<file path="config.mk">
export PLATFORM = sky130hd
export DESIGN_NAME = dtr_scheduler
export DESIGN_NICKNAME = d
export VERILOG_FILES = /design/src/rtl/dtr_pkg.sv /design/src/rtl/dtr_rr_arbiter.sv /design/src/rtl/dtr_scheduler.sv
export SDC_FILE = /design/constraint.sdc
export NUM_CORES = 1
export LEC_CHECK = 0
export CORE_ASPECT_RATIO = 0.5
export CORE_UTILIZATION = 50
export CTS_CLUSTER_DIAMETER = 100
export DETAILED_ROUTE_END_ITERATION = 10
export GPL_TIMING_DRIVEN = 1
export PLACE_DENSITY = 0.66
export SLEW_MARGIN = 20
export SYNTH_ARGS = -nofsm -noshare
export SYNTH_HDL_FRONTEND = slang
export SYNTH_SLANG_ARGS = --single-unit
</file>
<file path="constraint.sdc">
create_clock -name i_Clk -period 3.8 [get_ports i_Clk]
set_input_delay 0.38 -clock i_Clk [delete_from_list [all_inputs] [get_ports i_Clk]]
set_output_delay 0.38 -clock i_Clk [all_outputs]
set_load 0.1 [all_outputs]
</file>
<file path="src/rtl/dtr_pkg.sv">
// dtr_pkg: shared FSM state type and elaboration-time timing helpers for the DTR scheduler
package dtr_pkg;
  typedef enum logic [1:0] {IDLE, START, CONVERT, CAPTURE} state_t;
  localparam int DTR_CONV_TIME_NS = 71000;
  // Round up so the conversion wait is never shorter than the primitive needs
  function automatic int conv_cycles(input longint ns, input longint hz);
    return int'((ns * hz + 999999999) / 1000000000);
  endfunction
  function automatic int period_cycles(input longint ms, input longint hz);
    return int'(ms * hz / 1000);
  endfunction
endpackage

</file>
<file path="src/rtl/dtr_rr_arbiter.sv">
// dtr_rr_arbiter: combinational round-robin pick, searching upward from ptr with wrap
module dtr_rr_arbiter #(
  parameter int N = 5,
  parameter int W = 3
) (
  input  logic [N-1:0] req,
  input  logic [W-1:0] ptr,
  output logic [W-1:0] gnt,
  output logic         valid
);
  function automatic int wrap(input int a);
    return a >= N ? a - N : a;
  endfunction
  // Walk from farthest to nearest so the nearest pending index wins
  always_comb begin
    gnt = '0;
    valid = 1'b0;
    for (int i = N - 1; i >= 0; i--)
      if (req[wrap(int'(ptr) + i)]) begin
        gnt = W'(wrap(int'(ptr) + i));
        valid = 1'b1;
      end
  end
endmodule

</file>
<file path="src/rtl/dtr_scheduler.sv">
// dtr_scheduler: shares one DTR primitive among N_REQ requesters and a periodic source
module dtr_scheduler
  import dtr_pkg::*;
#(
  parameter int SYSTEM_FREQUENCY = 15000000,
  parameter int N_REQ            = 4,
  parameter int CONV_TIME_NS     = DTR_CONV_TIME_NS,
  parameter int PERIOD_MS        = 5000
) (
  input  logic                         i_Clk,
  input  logic                         i_Rstn,
  input  logic [N_REQ-1:0]             i_Req,
  output logic [N_REQ-1:0]             o_Ack,
  input  logic                         i_PeriodicEn,
  output logic                         o_Start,
  input  logic [7:0]                   i_DtrOut,
  output logic [7:0]                   o_Result,
  output logic                         o_ResultValid,
  output logic [$clog2(N_REQ+1)-1:0]   o_ResultSrc,
  output logic                         o_Busy
);
  localparam int SW = $clog2(N_REQ + 1);
  localparam int CONV_CYCLES = conv_cycles(longint'(CONV_TIME_NS), longint'(SYSTEM_FREQUENCY));
  localparam int PERIOD_CYCLES = period_cycles(longint'(PERIOD_MS), longint'(SYSTEM_FREQUENCY));
  localparam int CW = $clog2(CONV_CYCLES + 1);
  localparam int PW = $clog2(PERIOD_CYCLES + 1);
  localparam logic [CW-1:0] CMAX = CW'(CONV_CYCLES - 1);
  localparam logic [PW-1:0] PMAX = PW'(PERIOD_CYCLES - 1);
  localparam logic [SW-1:0] PSRC = SW'(N_REQ);
  state_t state;
  logic [CW-1:0] cnt;
  logic [PW-1:0] pcnt;
  logic pend, win_v;
  logic [SW-1:0] g, ptr, win;
  logic [N_REQ-1:0] blk;
  logic [N_REQ:0] cand;
  // blk hides the requester acked last cycle so its stale level cannot re-win
  assign cand = {pend, i_Req & ~blk};
  assign o_Busy = state != IDLE;
  dtr_rr_arbiter #(.N(N_REQ + 1), .W(SW)) u_arb (
    .req  (cand),
    .ptr  (ptr),
    .gnt  (win),
    .valid(win_v)
  );
  always_ff @(posedge i_Clk or negedge i_Rstn)
    if (!i_Rstn) begin
      pcnt <= '0;
      pend <= 1'b0;
    end else if (!i_PeriodicEn) begin
      pcnt <= '0;
      pend <= 1'b0;
    end else begin
      pcnt <= pcnt == PMAX ? '0 : pcnt + 1'b1;
      if (pcnt == PMAX) pend <= 1'b1;
      else if (state == CAPTURE && g == PSRC) pend <= 1'b0;
    end
  always_ff @(posedge i_Clk or negedge i_Rstn)
    if (!i_Rstn) begin
      state <= IDLE;
      o_Start <= 1'b0;
      o_Ack <= '0;
      o_ResultValid <= 1'b0;
      o_Result <= '0;
      o_ResultSrc <= '0;
      cnt <= '0;
      g <= '0;
      ptr <= '0;
      blk <= '0;
    end else begin
      o_Start <= 1'b0;
      o_Ack <= '0;
      o_ResultValid <= 1'b0;
      blk <= o_Ack;
      case (state)
        IDLE: if (win_v) begin
          g <= win;
          ptr <= win == PSRC ? '0 : win + 1'b1;
          o_Start <= 1'b1;
          state <= START;
        end
        START: begin
          cnt <= '0;
          state <= CONVERT;
        end
        // Outputs are registered, so the capture values load on entry to CAPTURE
        CONVERT: if (cnt == CMAX) begin
          o_Result <= i_DtrOut;
          o_ResultSrc <= g;
          o_ResultValid <= 1'b1;
          o_Ack <= g == PSRC ? '0 : N_REQ'(1) << g;
          state <= CAPTURE;
        end else cnt <= cnt + 1'b1;
        default: state <= IDLE;
      endcase
    end
endmodule

</file>
==> summary.md, run 1 <==
| Metric | Value |
|---|---|
| Status | finished clean |
| FP Rows | 23 |
| Sink Count | 68 |
| Setup WS post-layout | 283.2 ps |
| CTS Buffer Depth | 2 |
| Ys async rst share | 1.000 |
| Number of buffers created by CTS | 9 |
| Worst R2R Path Depth | 13 |
| Final Hold Viols | 0 |
| Starting Density | 0.5188 |
| Synth warn | 0 |
| Die Span X | 131.3 um |
| Die Ht | 66.66 um |
| Share of cells above drive strength 1 | 0.09846 |
| Min cycle time layout | 3517 ps |
| I/O pin count | 33 |
| Post-CTS setup buffers | 0 |
| Final Cell Area | 4974 um^2 |
| Drt pass-1 iters | 5 |
| Post-DRT Antenna Nets | 0 |
| Avg Synthesized Cell Area | 8.838 um^2 |
| Layout area overhead | 18.98% |
| DR iter-0 viols | 179 |
| Worst slew margin relative to its limit | 0.3261 |
| Peak VDD IR | 0.0002719 V |
| Die Area | 8752 um^2 |
| CTS Hold Bufs | 0 |
| Cells resized by post-CTS repair | 0 |
| Total number of vias | 3537 |
| Cell family with most CP delay | compound AO/OA/AOI/OAI gates |
| Max cap viols | 0 |
| Reg-to-Reg End | ptr[1] |
| Placed cell count | 614 |
| Total grt overflow | 0 |
| Internal reg-to-reg setup slack | 280 ps |
| Vias in the first global route | 3344 |
| Placed cell areas | 4649 um^2 |
| Clk_lat worst skew | 340 ps |
| Register cell area after layout | 1702 um^2 |
| Global-route wire length before repair | 16.11 mm |
| Period utilisation layout | 0.9255 |
| Total power per unit cell area | 365.2 nW/um^2 |
| Setup Slack @ Placement | 312.6 ps |
| N_diodes | 0 |
| Via/cell ratio | 5.614 |
| DP HPWL | 6.877 mm |
| GRT Util Overall | 0.2392 |
| Max incr delay on CP | 500 ps |
| Initial antenna violation count | 0 |
| Setup TNS | 0 ps |
| I/O Buffers | 32 |
| Worst Tran Pin Value | 1011 ps |
| Synth Flop Type | dfrtp_1 |
| Final Max Tran Viols | 0 |
| CP Cell Sequence | inv_1 -> ha_1 -> inv_1 -> ha_1 -> a21oi_2 -> mux2i_1 -> a221o_2 -> o21bai_4 -> a311o_2 -> nor4b_2 -> nor2_1 -> or4b_1 -> o221ai_1 |
| CP bufs+invs | 2 |
| Startpoint Class | register |
| GPL Wtd Cong | 0.8755 |
| Number of flops mapped to enable cells by yosys | 0 |
| Syn nets | 506 |
| Critical path endpoint category | register |
| HP Class | in2async |
| Util after Layout | 0.6172 |
| CTS tree | built |
| Clock skew | 7.421 ps |
| Critical-path maximum fanout | 11 |
| Critical R2R Launch | ptr[1] |
| Worst EP required | 4050 ps |
| Clock root buffer | clkbuf_16 |
| Synth Cell Area | 4180 um^2 |
| Sequential share of the synthesized area | 0.4071 |
| Wire per inst | 15.30 um |
| Largest net degree at the start of global routing | 37 |
| Critical-path top delay cell | nor2_1 |
| Non-Filler Instances | 630 |
| Final setup viols | 0 |
| P_leak | 0.002133 uW |
| Worst Path Arrival | 3760 ps |
| Worst-path clk slew | 60 ps |
| Drt drc | 0 |
| FF+latch count, synth | 68 |
| CTS H-tree depth | 3 |
| Critical Setup Path Class | reg2reg |
| RSZ-0062 raised after global routing | no |
| Core region area | 8058 um^2 |
| Unique cell type count in the Yosys netlist | 75 |
| Post-synthesis instance total | 473 |
| Drt total wl | 9.641 mm |
| Nets | 546 |
| Highest achievable clock rate | 284.4 MHz |
| Multi-input gate area | 2313 um^2 |
| Fillers | 681 |
-- layer usage --
metal / track usage / vias to the layer above / part of all wire
met3: 0.07230 / 11 / 0.041
met1: 0.2930 / 1703 / 0.48
met4: 0.07558 / 0 / 0.011
li1: - / 1754 / -
met2: 0.4109 / 69 / 0.46
met5: 0 / - / 0
-- area by class of cell --
class,count,area share
Clock buffer,9,0.04528
Clock inverter,7,0.01987
Timing Repair Buffer,44,0.08151
Inverter,23,0.01786
Sequential cell,68,0.3421
Tap cell,112,0.02818
Multi-Input combinational cell,367,0.4652
-- registers in the layout, indices dropped and copies added (netlist names) --
| register | flops |
|---|---|
| o_ResultValid | 1 |
| blk | 4 |
| g | 3 |
| pend | 1 |
| cnt | 11 |
| ptr | 3 |
| o_Result | 8 |
| state | 2 |
| o_Start | 1 |
| o_Ack | 4 |
| pcnt | 27 |
| o_ResultSrc | 3 |
-- worst reg2reg max path: cells and delay by family, from the launching register on --
| family | cells | cell delay (ps) |
|---|---|---|
| buf+inv | 2 | 250 |
| flops | 1 | 380 |
| simple gates | 3 | 1050 |
| compound gates | 5 | 1130 |
| fa+ha+maj | 2 | 480 |
| mux | 1 | 150 |
-- report_power, final --
| group | internal, uW | total [uW] | leakage, uW | switching, uW |
|---|---|---|---|---|
| logic | 76.6 | 189 | 0.00110 | 112 |
| registers | 729 | 734 | 0.000877 | 4.74 |
| clock network | 577 | 894 | 0.000156 | 317 |
-- cell usage in the layout (no fill, tap or decap), types with 2 or more instances in the layout --
master           instances
nor2b_1                  9
clkdlybuf4s50_1         31
nand4_1                 11
nor2_1                  61
nand2b_1                11
or4_4                    2
bufinv_16                2
nor3_1                  14
and2_1                   3
or3_1                    3
a21oi_2                  2
o22ai_1                  2
a221oi_1                 2
o21ai_0                 32
nand2_1                 51
o211ai_1                 3
or2_2                    2
and3_1                  11
mux2i_1                  3
clkinv_4                 2
a211oi_1                 3
xnor2_1                 15
a31oi_1                  4
nand3_1                 20
buf_4                   12
xor2_1                  13
o21a_1                   3
dfrtp_1                 68
and4_1                   3
o31ai_1                  2
nor4b_1                  3
clkbuf_16                9
nor4_1                   7
o21ai_2                  2
ha_1                    17
inv_1                   21
nand3b_1                 2
o2bb2ai_1                3
a21o_1                   2
a21oi_1                 13
-- kinds of logic after synthesis --
group,synth area share
simple gates,0.2685
mux,0.01886
xor+xnor,0.05867
buf+inv,0.03951
compound gates,0.1518
fa+ha+maj,0.05567
flops,0.4071
-- synth_stat cells, drive strengths merged (4+ instances only) --
cell type,count,area [um^2]
dfrtp,68,1702
nor2,61,229.0
nand2,51,191.4
o21ai,35,182.7
inv,22,85.09
nand3,21,110.1
ha,17,212.7
a21oi,15,82.58
xnor2,15,131.4
nor3,14,70.07
xor2,13,113.9
and3,11,68.82
nand2b,11,68.82
nand4,11,68.82
nor2b,9,56.30
buf,8,50.04
clkbuf,7,26.28
nor4,7,43.79
a31oi,4,25.02
nor4b,4,41.29
o21a,4,31.28
or2,4,27.53
-- through the flow --
stage	power, uW	hold slack [ps]
2_1_floorplan	868.2	84.41
3_3_place_gp	933.9	361.5
3_5_place_dp	932.5	367.7
4_1_cts	1837	161.5
5_1_grt	1892	194.7
6_report	1816	147.1
-- worst max-delay path by stage --
| stage | end | cells after the start | start | slack, ps |
|---|---|---|---|---|
| after floorplan | ptr[1] | 13 | ptr[0] | 340 |
| after global placement | ptr[0] | 13 | ptr[0] | 370 |
| after detailed placement | ptr[1] | 13 | ptr[1] | 310 |
| after CTS | ptr[1] | 13 | ptr[1] | 310 |
| after global routing | ptr[1] | 13 | ptr[1] | 60 |
| final | ptr[1] | 13 | ptr[1] | 280 |
Power figures use the tool's default switching activity.
==> run 2: changes to the inputs <==
Settings changed: CTS_BUF_LIST set to sky130_fd_sc_hd__clkbuf_8.
==> run 2 against run 1 <==
Sequential share of layout area increased by 0.71 points. Clock-buffer cell count unchanged. Flip-flop and latch count unchanged. Clock power decreased by 26%. Utilization decreased by 1.3 points. Worst setup slack improved by 6.9 ps. Die area unchanged. Largest power group is now registers.
==> summary.md, run 2 (synthesized netlist as in run 1, its figures left out) <==
| Metric | Value |
|---|---|
| DR iter-0 viols | 193 |
| Layout area overhead | 16.55% |
| Clock root buffer | clkbuf_8 |
| Vias in the first global route | 3332 |
| Internal reg-to-reg setup slack | 290 ps |
| Power share of the sequential group | 0.463 |
| Crit. path cell count | 13 |
| NetSw | 404.9 uW |
| Cell internal pwr | 1177 uW |
| Die Ht | 66.66 um |
| Final setup viols | 0 |
| CTS Hold Bufs | 0 |
| RSZ-0062 raised after global routing | no |
| Critical-path maximum fanout | 11 |
| Met1 wire length | 4.573 mm |
| Fillers | 694 |
| Worst-path clk slew | 80 ps |
| Starting Density | 0.5188 |
| HP Class | in2async |
| Startpoint Class | register |
| Min cycle time layout | 3510 ps |
| Cell family with most CP delay | compound AO/OA/AOI/OAI gates |
| Die Span X | 131.3 um |
| Top Layer Used | met4 |
| Critical path endpoint category | register |
| GPL Wtd Cong | 0.8755 |
| Post-DRT Antenna Nets | 0 |
| CTS H-tree depth | 3 |
| Largest Register | pcnt |
| Placed cell areas | 4649 um^2 |
| Drt drc | 0 |
| CTS Buffer Depth | 2 |
| Post-CTS setup buffers | 0 |
| Drt pass-1 iters | 4 |
| Sw Ratio | 0.2560 |
| Number of buffers created by CTS | 9 |
| I/O pin count | 33 |
| Worst R2R Path Depth | 13 |
| Max cap viols | 0 |
| FP Rows | 23 |
| Reg-to-Reg End | ptr[1] |
| Critical R2R Launch | ptr[1] |
| Total power | 1582 uW |
| Final Max Tran Viols | 0 |
| I/O Buffers | 32 |
| Total grt overflow | 0 |
| Max incr delay on CP | 510 ps |
| Final Cell Area | 4872 um^2 |
| CP endpoint | ptr[1] |
| Highest achievable clock rate | 284.9 MHz |
| Critical-path top delay cell | nor2_1 |
| Most common cell after layout, fill and taps aside | dfrtp_1 |
| Die Area | 8752 um^2 |
| Clk_lat worst skew | 360 ps |
| Sink Count | 68 |
| Cells resized by post-CTS repair | 0 |
| Period utilisation layout | 0.9236 |
| Total number of vias | 3530 |
| Peak VDD IR | 0.0002677 V |
| Largest net degree at the start of global routing | 37 |
| Initial antenna violation count | 0 |
| Global-route wire length before repair | 16.06 mm |
| Nets | 546 |
| DP HPWL | 6.877 mm |
| GRT Util Overall | 0.2367 |
| Most frequent cells in the layout | 68 x dfrtp_1, 61 x nor2_1, 51 x nand2_1 |
| Placed cell count | 614 |
| Logic gate share of total power | 0.119 |
| Non-Filler Instances | 630 |
| Worst Tran Pin Value | 1016 ps |
| Max reg flops | 27 |
| Final Hold Viols | 0 |
| Via/cell ratio | 5.603 |
| Clock share of power | 0.418 |
| Total power per unit cell area | 324.6 nW/um^2 |
| CP Cell Sequence | inv_1 -> ha_1 -> inv_1 -> ha_1 -> a21oi_2 -> mux2i_1 -> a221o_2 -> o21bai_4 -> a311o_2 -> nor4b_2 -> nor2_1 -> or4b_1 -> o221ai_1 |
| P_leak | 0.002087 uW |
| Share of cells above drive strength 1 | 0.09846 |
| CTS tree | built |
| Status | finished clean |
| Core region area | 8058 um^2 |
| Drt total wl | 9.536 mm |
| Worst Path Arrival | 3780 ps |
| Worst EP required | 4070 ps |
| N_diodes | 0 |
| Met2 Wirelength | 4.382 mm |
| Wire per inst | 15.14 um |
| Worst setup startpoint | ptr[1] |
| CP bufs+invs | 2 |
| Critical Setup Path Class | reg2reg |
| Worst slew margin relative to its limit | 0.3229 |
| Met3 wire len | 431 um |
| Leading registers by flop count | pcnt x27, cnt x11, o_Result x8 |
| Clock skew | 11.70 ps |
| Setup TNS | 0 ps |
[run 2: through the flow]
step                        util  hold WS, ps  setup slack (ps)
after global routing      0.6047        166.6             58.97
after detailed placement  0.5770        367.7             312.6
after global placement    0.5770        361.5             367.3
after CTS                 0.6047        122.1             303.2
after floorplan                -        84.41             340.7
final                     0.6047        119.6             290.2
[run 2: worst reg2reg max path: stages (launching register included)]
cell and delay (ps):
dfrtp_1 380, inv_1 190, ha_1 260, inv_1 60, ha_1 210, a21oi_2 290, mux2i_1 150, a221o_2 410
o21bai_4 170, a311o_2 180, nor4b_2 60, nor2_1 510, or4b_1 490, o221ai_1 80
[run 2: metal layers]
layer,track usage,up-vias
met1,0.2916,1684
li1,-,1753
met5,0,-
met4,0.09738,0
met2,0.4096,77
met3,0.05403,16
[run 2: worst min path at each step]
stage / slack [ps] / depth (start not counted) / to
after floorplan: 80 / 0 / blk[0]
after global placement: 360 / 0 / blk[1]
after detailed placement: 370 / 0 / blk[3]
after CTS: 120 / 1 / o_Result[2]
after global routing: 170 / 1 / o_Result[7]
final: 120 / 1 / o_Result[7]
[run 2: power by group through the flow]
stage	combinational (uW)	sequential, uW	clock (uW)
after floorplan	121	748	0
after CTS	187	732	688
after global routing	208	733	712
after global placement	187	747	0
final	188	733	661
after detailed placement	186	747	0
[run 2: cell type report]
| class | instances | area (um^2) | share of cell area |
|---|---|---|---|
| sequential | 68 | 1702 | 0.3493 |
| timing repair buffer | 44 | 405.4 | 0.08321 |
| clock buffer | 9 | 123.9 | 0.02542 |
| tap | 112 | 140.1 | 0.02876 |
| multi-input combinational | 367 | 2313 | 0.4748 |
| inverter | 23 | 88.84 | 0.01823 |
| clock inverter | 7 | 98.84 | 0.02029 |
==> run 3: changes to the inputs <==
Settings changed: CORE_UTILIZATION 50 to 35, PLACE_DENSITY 0.66 to 0.48.
==> run 3 against run 2 <==
Register-to-register slack got worse by 40 ps. First-iteration DRC count decreased by 23%. Flip-flop and latch count unchanged. Sequential power about the same. Clock-buffer cell count increased by 2. Highest routed layer unchanged.
==> summary.md, run 3 (synthesized netlist as in run 1, its figures left out) <==
| Metric | Value |
|---|---|
| Leading registers by flop count | pcnt x27, cnt x11, o_Result x8 |
| Drt total wl | 10.04 mm |
| CP bufs+invs | 2 |
| CTS Buffer Depth | 2 |
| Clock root buffer | clkbuf_8 |
| Power share of the sequential group | 0.505 |
| Startpoint Class | register |
| Total number of vias | 3500 |
| Final Hold Viols | 0 |
| Core region area | 11320 um^2 |
| Critical-path maximum fanout | 11 |
| Cell internal pwr | 1067 uW |
| RSZ-0062 raised after global routing | no |
| DP HPWL | 7.227 mm |
| Status | finished clean |
| Total power per unit cell area | 297.6 nW/um^2 |
| Global-route wire length before repair | 17.00 mm |
| CTS tree | built |
| Post-CTS setup buffers | 0 |
| Register cell area after layout | 1702 um^2 |
| Fillers | 1125 |
| Clk_lat worst skew | 350 ps |
| Setup TNS | 0 ps |
| DR iter-0 viols | 149 |
| Worst EP required | 4070 ps |
| Critical path endpoint category | register |
| HP Class | in2async |
| Clock share of power | 0.364 |
| Largest Register | pcnt |
| I/O pin count | 33 |
| Initial antenna violation count | 0 |
| Drt pass-1 iters | 4 |
| Final Cell Area | 4880 um^2 |
| Worst-path clk slew | 70 ps |
| WHS | 121.0 ps |
| Cell family with most CP delay | compound AO/OA/AOI/OAI gates |
| Die Span X | 156.6 um |
| N_diodes | 0 |
| Non-Filler Instances | 676 |
| P_leak | 0.002074 uW |
| Drt drc | 0 |
| Max reg flops | 27 |
| Total grt overflow | 0 |
| Via/cell ratio | 5.178 |
| CP Cell Sequence | inv_1 -> ha_1 -> inv_1 -> ha_1 -> a21oi_2 -> mux2i_1 -> a221o_2 -> o21bai_4 -> a311o_2 -> nor4b_2 -> nor2_1 -> or4b_1 -> o221ai_1 |
| CTS H-tree depth | 3 |
| Wire per inst | 14.86 um |
| Die Area | 12410 um^2 |
| Cells resized by post-CTS repair | 0 |
| GPL Wtd Cong | 0.8942 |
| Max incr delay on CP | 520 ps |
| Clock skew | 5.860 ps |
| Worst Tran Pin Value | 1002 ps |
| I/O Buffers | 32 |
| Nets | 546 |
| Layout area overhead | 16.73% |
| Number of buffers created by CTS | 9 |
| Min cycle time layout | 3549 ps |
| Post-DRT Antenna Nets | 0 |
| Starting Density | 0.3694 |
| Worst slew margin relative to its limit | 0.3301 |
| Period utilisation layout | 0.9339 |
| Most common cell after layout, fill and taps aside | dfrtp_1 |
| Worst Path Arrival | 3820 ps |
| Share of cells above drive strength 1 | 0.09284 |
| Sw Ratio | 0.2650 |
| Vias in the first global route | 3367 |
| Final Max Tran Viols | 0 |
| Largest net degree at the start of global routing | 69 |
| Final setup viols | 0 |
| FP Rows | 27 |
| Placed cell areas | 4711 um^2 |
| Critical Setup Path Class | reg2reg |
| Placed cell count | 661 |
| Critical-path top delay cell | nor2_1 |
| GRT Util Overall | 0.1784 |
| NetSw | 384.9 uW |
| Logic gate share of total power | 0.130 |
| Most frequent cells in the layout | 68 x dfrtp_1, 61 x nor2_1, 51 x nand2_1 |
| Multi-input gate area | 2313 um^2 |
| Peak VDD IR | 0.0001809 V |
| CTS Hold Bufs | 0 |
| Die Ht | 79.28 um |
| Max cap viols | 0 |
| Highest achievable clock rate | 281.8 MHz |
| Sink Count | 68 |
[run 3: path summary, 6_finish.rpt]
kind                            to     start  cells past startpoint  slack (ps)
setup / recovery            ptr[1]    ptr[1]                     13         250
hold / removal             pcnt[0]    i_Rstn                      1         120
setup reg to reg            ptr[1]    ptr[1]                     13         250
hold reg to reg             blk[2]  o_Ack[2]                      0         380
max in group asynchronous   blk[3]    i_Rstn                      1        3100
min in group i_Clk          blk[2]  o_Ack[2]                      0         380
[run 3: power groups by stage]
stage / logic (uW) / registers (uW) / clock network (uW)
4_1_cts: 189 / 734 / 555
5_1_grt: 210 / 734 / 587
3_3_place_gp: 192 / 748 / 0
6_report: 189 / 734 / 529
3_5_place_dp: 188 / 748 / 0
2_1_floorplan: 121 / 748 / 0
[run 3: layout make-up]
class	instances	share of cell area
inverter	23	0.01821
timing repair buffer	44	0.08359
sequential	68	0.3487
clock buffer	11	0.03103
clock inverter	4	0.003590
tap	159	0.04077
multi-input combinational	367	0.4741
[run 3: routing by layer]
metal | vias up | global-route usage | part of all wire
met5 | - | 0 | 0
met2 | 76 | 0.2813 | 0.45
met1 | 1650 | 0.2295 | 0.49
met3 | 21 | 0.04803 | 0.039
met4 | 0 | 0.08039 | 0.023
li1 | 1753 | - | -
[run 3: metrics by stage]
stage	power, uW	utilization	setup slack [ps]
2_1_floorplan	868.2	-	340.7
3_3_place_gp	939.8	0.4163	332.9
3_5_place_dp	936.1	0.4163	268.6
4_1_cts	1478	0.4312	244.6
5_1_grt	1531	0.4312	1.573
6_report	1452	0.4312	251.2
[run 3: worst register-to-register path: stages (launching register included)]
cell and delay [ps]:
dfrtp_1 470, inv_1 110, ha_1 230, inv_1 60
ha_1 210, a21oi_2 310, mux2i_1 150, a221o_2 410
o21bai_4 170, a311o_2 180, nor4b_2 60, nor2_1 520
or4b_1 490, o221ai_1 80
==> variant 1: new RTL, flow settings as in run 3 <==
Re-encode `state_t` (4 states) as one-hot, 4 bits wide.
--- a/src/rtl/dtr_pkg.sv
+++ b/src/rtl/dtr_pkg.sv
@@ -1,5 +1,5 @@
 // dtr_pkg: shared FSM state type and elaboration-time timing helpers for the DTR scheduler
 package dtr_pkg;
-  typedef enum logic [1:0] {IDLE, START, CONVERT, CAPTURE} state_t;
+  typedef enum logic [3:0] {IDLE = 4'b0001, START = 4'b0010, CONVERT = 4'b0100, CAPTURE = 4'b1000} state_t;
   localparam int DTR_CONV_TIME_NS = 71000;
   // Round up so the conversion wait is never shorter than the primitive needs
Behaviour: same outputs for any inputs over 10 cycles, from zero or initial values and one cycle with i_Rstn low; not proved beyond that.
==> variant 1 against run 3 <==
  * Wire length is 7.2% lower
  * Critical path depth is 2 lower
  * First-iteration DRC count is 3.4% lower
  * Worst setup slack better by 80 ps
  * Synthesized area is 0.96% higher
  * Sequential share of layout area is 1.1 points higher
  * Sequential cell count is 2 higher
  * Final area hardly changed
Power is not compared: it rests on default switching activity, and its combinational part moved more than twofold at a synthesized area within 25%.
==> variant 1: results <==
set metrics [dict create \
    hpwl_um 6950 \
    seq_area_frac_synth_pct 41.5 \
    max_slew_margin_pct 33.7 \
    leakagePower_nw 2.12 \
    vias 3226 \
    yosysUniqueCellTypes 72 \
    synth-async-reset-ratio_pct 100 \
    io_buffers 32 \
    grt_max_degree 37 \
    synthTopCellsByArea "dfrtp_1 (41%), nor2_1 (5.1%), xor2_1 (4.4%), ha_1 (3.9%), mux2_2 (3.5%)" \
    ys.flop_type "dfrtp_1" \
    status "complete, no violations" \
    clk_latency_ps 340 \
    grtUsageTotal_pct 16.3 \
    syn_inst 428 \
    cp.arrival_ps 3680 \
    post_cts_buffers 0 \
    wl_per_cell_um 14.9 \
    hold_class "input port to asynchronous set/reset pin" \
    reg_top3 "pcnt: 27 flops, cnt: 11 flops, o_Result: 8 flops" \
    clock_skew_ps 5.89 \
    ys_warn_count 0 \
    clockBufferDepth 2 \
    grt_pass1_wl_um 15800 \
    crit_fanout 15 \
    num_antenna_cells 0 \
    fin_cells 627 \
    nets 495 \
    syn-num-nets 457 \
    cts_root_buf "clkbuf_8" \
    grt_pass1_vias 3137 \
    initialDrtViolationCount 144 \
    gp_congestion 0.881 \
    hold_slack_ps 129 \
    antenna_found_initial 0 \
    htreeDepth 3 \
    synthDominantCellAreaShare_pct 40.9 \
    internal_power_mw 1.95 \
    synthTopCellsByCount "dfrtp_1 (69), nor2_1 (57), nand2_1 (28)" \
    dp.cells 614 \
    clk_pin_slew_ps 70 \
    first_pass_iters 4 \
    drive_above_1_share_pct 12.6 \
    cts_made_buffers 9 \
    peakVddDrop_uv 328 \
]
## variant 1: cell types whose count changed after synthesis, sizes merged, moves of 5 or more
cell | before | now
nand2 | 51 | 28
xor2 | 13 | 22
o21ai | 35 | 9
nor3 | 14 | 8
a21oi | 15 | 10
mux2 | 2 | 16
## variant 1: cells by family (layout without fill, tap and decap cells)
logic type	after synthesis	after routing	share of synthesized area [%]
DFF	70	70	41.5
muxes	23	23	6.79
AOI/OAI and AO/OA	57	57	10.9
xor gates and xnor gates	36	36	7.65
and+or+nand+nor	196	196	25.0
buffers and inverters	32	72	3.77
adders and majority gates	14	14	4.33
## variant 1: final timing paths
path	startpoint	endpoint	slack (ps)	cells past startpoint
hold / removal	i_Rstn	pcnt[16]	130	1
hold reg to reg	o_Ack[2]	blk[2]	380	0
max in group asynchronous	i_Rstn	pcnt[24]	2690	2
setup reg to reg	ptr[2]	ptr[1]	330	11
min in group i_Clk	o_Ack[2]	blk[2]	380	0
setup / recovery	ptr[2]	ptr[1]	330	11
## variant 1: what timing repair did
item | in CTS | in global routing
setup endpoints to repair | 0 | 2
gates resized for setup | 0 | 1
hold endpoints to repair | 0 | 0
## variant 1: stage by stage
stage / instance area, sq um / setup slack, ps / power, mW
final: 4880 / 331 / 3.50
after global routing: 4880 / 113 / 3.76
after CTS: 4870 / 313 / 3.51
after detailed placement: 4710 / 324 / 2.98
after global placement: 4710 / 480 / 2.96
after floorplan: 4220 / 607 / 2.54
## variant 1: area by class of cell
type,count,area [sq um]
tap,159,199
timing repair buffer,41,383
inverter,18,70.1
clock inverter,2,10.0
sequential,70,1750
clock buffer,11,151
multi-input combinational,326,2310
fill,1111,6470
## variant 1: layer usage
layer / wire length (um) / share of wire [%] / up-vias / track usage (%)
li1: - / - / 1597 / -
met5: 0 / 0 / - / 0
met4: 130 / 1.4 / 0 / 5.34
met2: 4430 / 47 / 45 / 26.4
met3: 288 / 3.1 / 13 / 4.13
met1: 4480 / 48 / 1571 / 21.4
## variant 1: critical path, cell delays in order (launching register included)
cell      delay (ps)
dfrtp_1          750
inv_2            180
ha_1             390
buf_4            180
a21oi_1          280
mux2i_1          300
nand4_1          150
and2_1           230
a311oi_1         330
o32a_1           320
nand2b_4         170
o221ai_2          80
## variant 1: power by group through the flow
stage               sequential (mW)  combinational (mW)  clock (mW)
floorplan                     0.958                1.58           0
global placement              0.921                2.04           0
detailed placement            0.925                2.06           0
CTS                           0.912                2.07       0.531
global route                  0.927                2.27       0.564
finish                        0.912                2.08       0.511
==> variant 2: new RTL, flow settings as in run 3 <==
Made on the original files. `N_REQ`: 4 -> 8.
--- a/src/rtl/dtr_scheduler.sv
+++ b/src/rtl/dtr_scheduler.sv
@@ -4,5 +4,5 @@
 #(
   parameter int SYSTEM_FREQUENCY = 15000000,
-  parameter int N_REQ            = 4,
+  parameter int N_REQ            = 8,
   parameter int CONV_TIME_NS     = DTR_CONV_TIME_NS,
   parameter int PERIOD_MS        = 5000
Interface: changed (resized i_Req, o_Ack and o_ResultSrc); port bits go from 33 to 42. The function was not compared with the original's and may differ.
==> variant 2 against run 3 <==
  * The run now ends with setup timing left
  * Synthesized area grew 72%
  * Power is 18% higher
  * Synthesized cell count is 82% higher
  * Critical endpoint is now ptr[2]
  * Worst setup slack got worse by 430 ps
  * Sequential cell count grew 11
  * Largest cell class unchanged
  * Non-clock buffer count is 245 higher
  * Via count rose by 110%
  * Final area up 110%
  * Largest power group unchanged
  * Wire length increased to 2.5 times the old value
  * Maximum frequency shrank 11%
  * Combinational power up 16%
==> variant 2: results <==
set metrics [dict create \
    hpwl_um 19400 \
    ys_warn_count 0 \
    seq_area_frac_synth_pct 27.5 \
    initialDrtViolationCount 538 \
    startpoint "ptr[0]" \
    yosys.area_share.adder_pct 5.50 \
    crit_fanout 8 \
    reg_top3 "pcnt: 27 flops, cnt: 11 flops" \
    routed_wl_um 25200 \
    first_pass_iters 5 \
    r2r-end "ptr[2]" \
    max_slew_margin_pct 31.5 \
    synth.area.mux_share_pct 4.73 \
    synthTopCellsByArea "dfrtp_1 (28%), nand2_1 (6.2%), ha_1 (5.2%), nor2_1 (4.0%), o21ai_0 (3.1%)" \
    reg2reg_depth 17 \
    grt_pass1_wl_um 39200 \
    nets 1167 \
    layout_setup_ws_ps -174 \
    drive_above_1_share_pct 35.0 \
    setup-violations-final 5 \
    grt_pass1_vias 7203 \
    max_stage_delay_ps 480 \
    violations "setup timing" \
    synthTopCellsByCount "nand2_1 (119), dfrtp_1 (79), nor2_1 (76)" \
    num_antenna_cells 0 \
    leakagePower_nw 4.48 \
    vias_per_cell 5.41 \
    clk_latency_ps 350 \
    hold_class "register to register" \
    status "finished with violations" \
    grtUsageTotal_pct 24.0 \
    io_buffers 41 \
    fillers 1884 \
    cp_slowest_cell "dfrtp_2" \
    clock_skew_ps 7.48 \
    cts_made_buffers 9 \
    yosysUniqueCellTypes 111 \
    peakVddDrop_uv 159 \
    syn-num-nets 910 \
    cp.arrival_ps 4230 \
    place_area_sq_um 9450 \
    synth_compound_area_share_pct 23.9 \
    gp_congestion 1.00 \
    synth-xor-area-share_pct 5.45 \
    grt_max_degree 80 \
]
-- variant 2: metal layers --
metal | routed length [um] | part of all wire, % | global-route usage, % | vias to the layer above
met5 | 0 | 0 | 0 | -
met3 | 1530 | 6.1 | 2.88 | 25
met2 | 10900 | 43 | 38.1 | 214
met4 | 349 | 1.4 | 6.20 | 0
li1 | - | - | - | 3661
met1 | 12400 | 49 | 34.5 | 3603
-- variant 2: final cells by class --
class,count,area (sq um),share of cell area [%]
clock buffers,10,138,1.33
inverters,23,98.8,0.952
repair buffers,289,2380,22.9
multi-input cells,715,5380,51.8
clock inverters,6,68.8,0.663
well taps,266,333,3.21
flip-flops and latches,79,1980,19.1
-- variant 2: where the power goes --
| group | internal (mW) | switching, mW | total [mW] | leakage [nW] |
|---|---|---|---|---|
| Clock | 0.323 | 0.321 | 0.644 | 0.0912 |
| Sequential | 0.842 | 0.00242 | 0.845 | 1.03 |
| Combinational | 0.110 | 0.110 | 0.220 | 3.36 |
-- variant 2: stage by stage --
stage / hold slack, ps / TNS (ps) / setup slack, ps / instances
3_5_place_dp: 367 / -1130 / -302 / 1348
4_1_cts: 222 / -564 / -189 / 1373
2_1_floorplan: 84.4 / -1340 / -375 / 860
5_1_grt: 405 / -1570 / -308 / 1388
3_3_place_gp: 362 / -1210 / -297 / 1348
6_report: 384 / -588 / -174 / 1388
-- variant 2: repair_timing --
| action | CTS | global route |
|---|---|---|
| endpoints found under the hold margin | 0 | 26 |
| pin swaps | 8 | 28 |
| resized for setup | 40 | 72 |
| hold buffers | 0 | 1 |
| setup endpoints to repair | 9 | 11 |
| setup buffers | 9 | 11 |
| cloned | 0 | 2 |
-- variant 2: worst min path at each step --
stage	from	to	slack (ps)	cells after the start
floorplan	i_Rstn	blk[0]	80	0
global placement	o_Ack[0]	blk[0]	360	0
detailed placement	o_Ack[0]	blk[0]	370	0
CTS	i_Rstn	o_Result[5]	220	1
global route	o_Ack[5]	blk[5]	400	0
finish	o_Ack[0]	blk[0]	380	0
-- variant 2: logic make-up (layout without fill, tap and decap cells) --
group,count (synthesis),in the layout
compound gates,225,226
xor+xnor,43,43
fa+ha+maj,31,31
buf+inv,67,328
flops,79,79
mux,26,26
simple gates,389,389
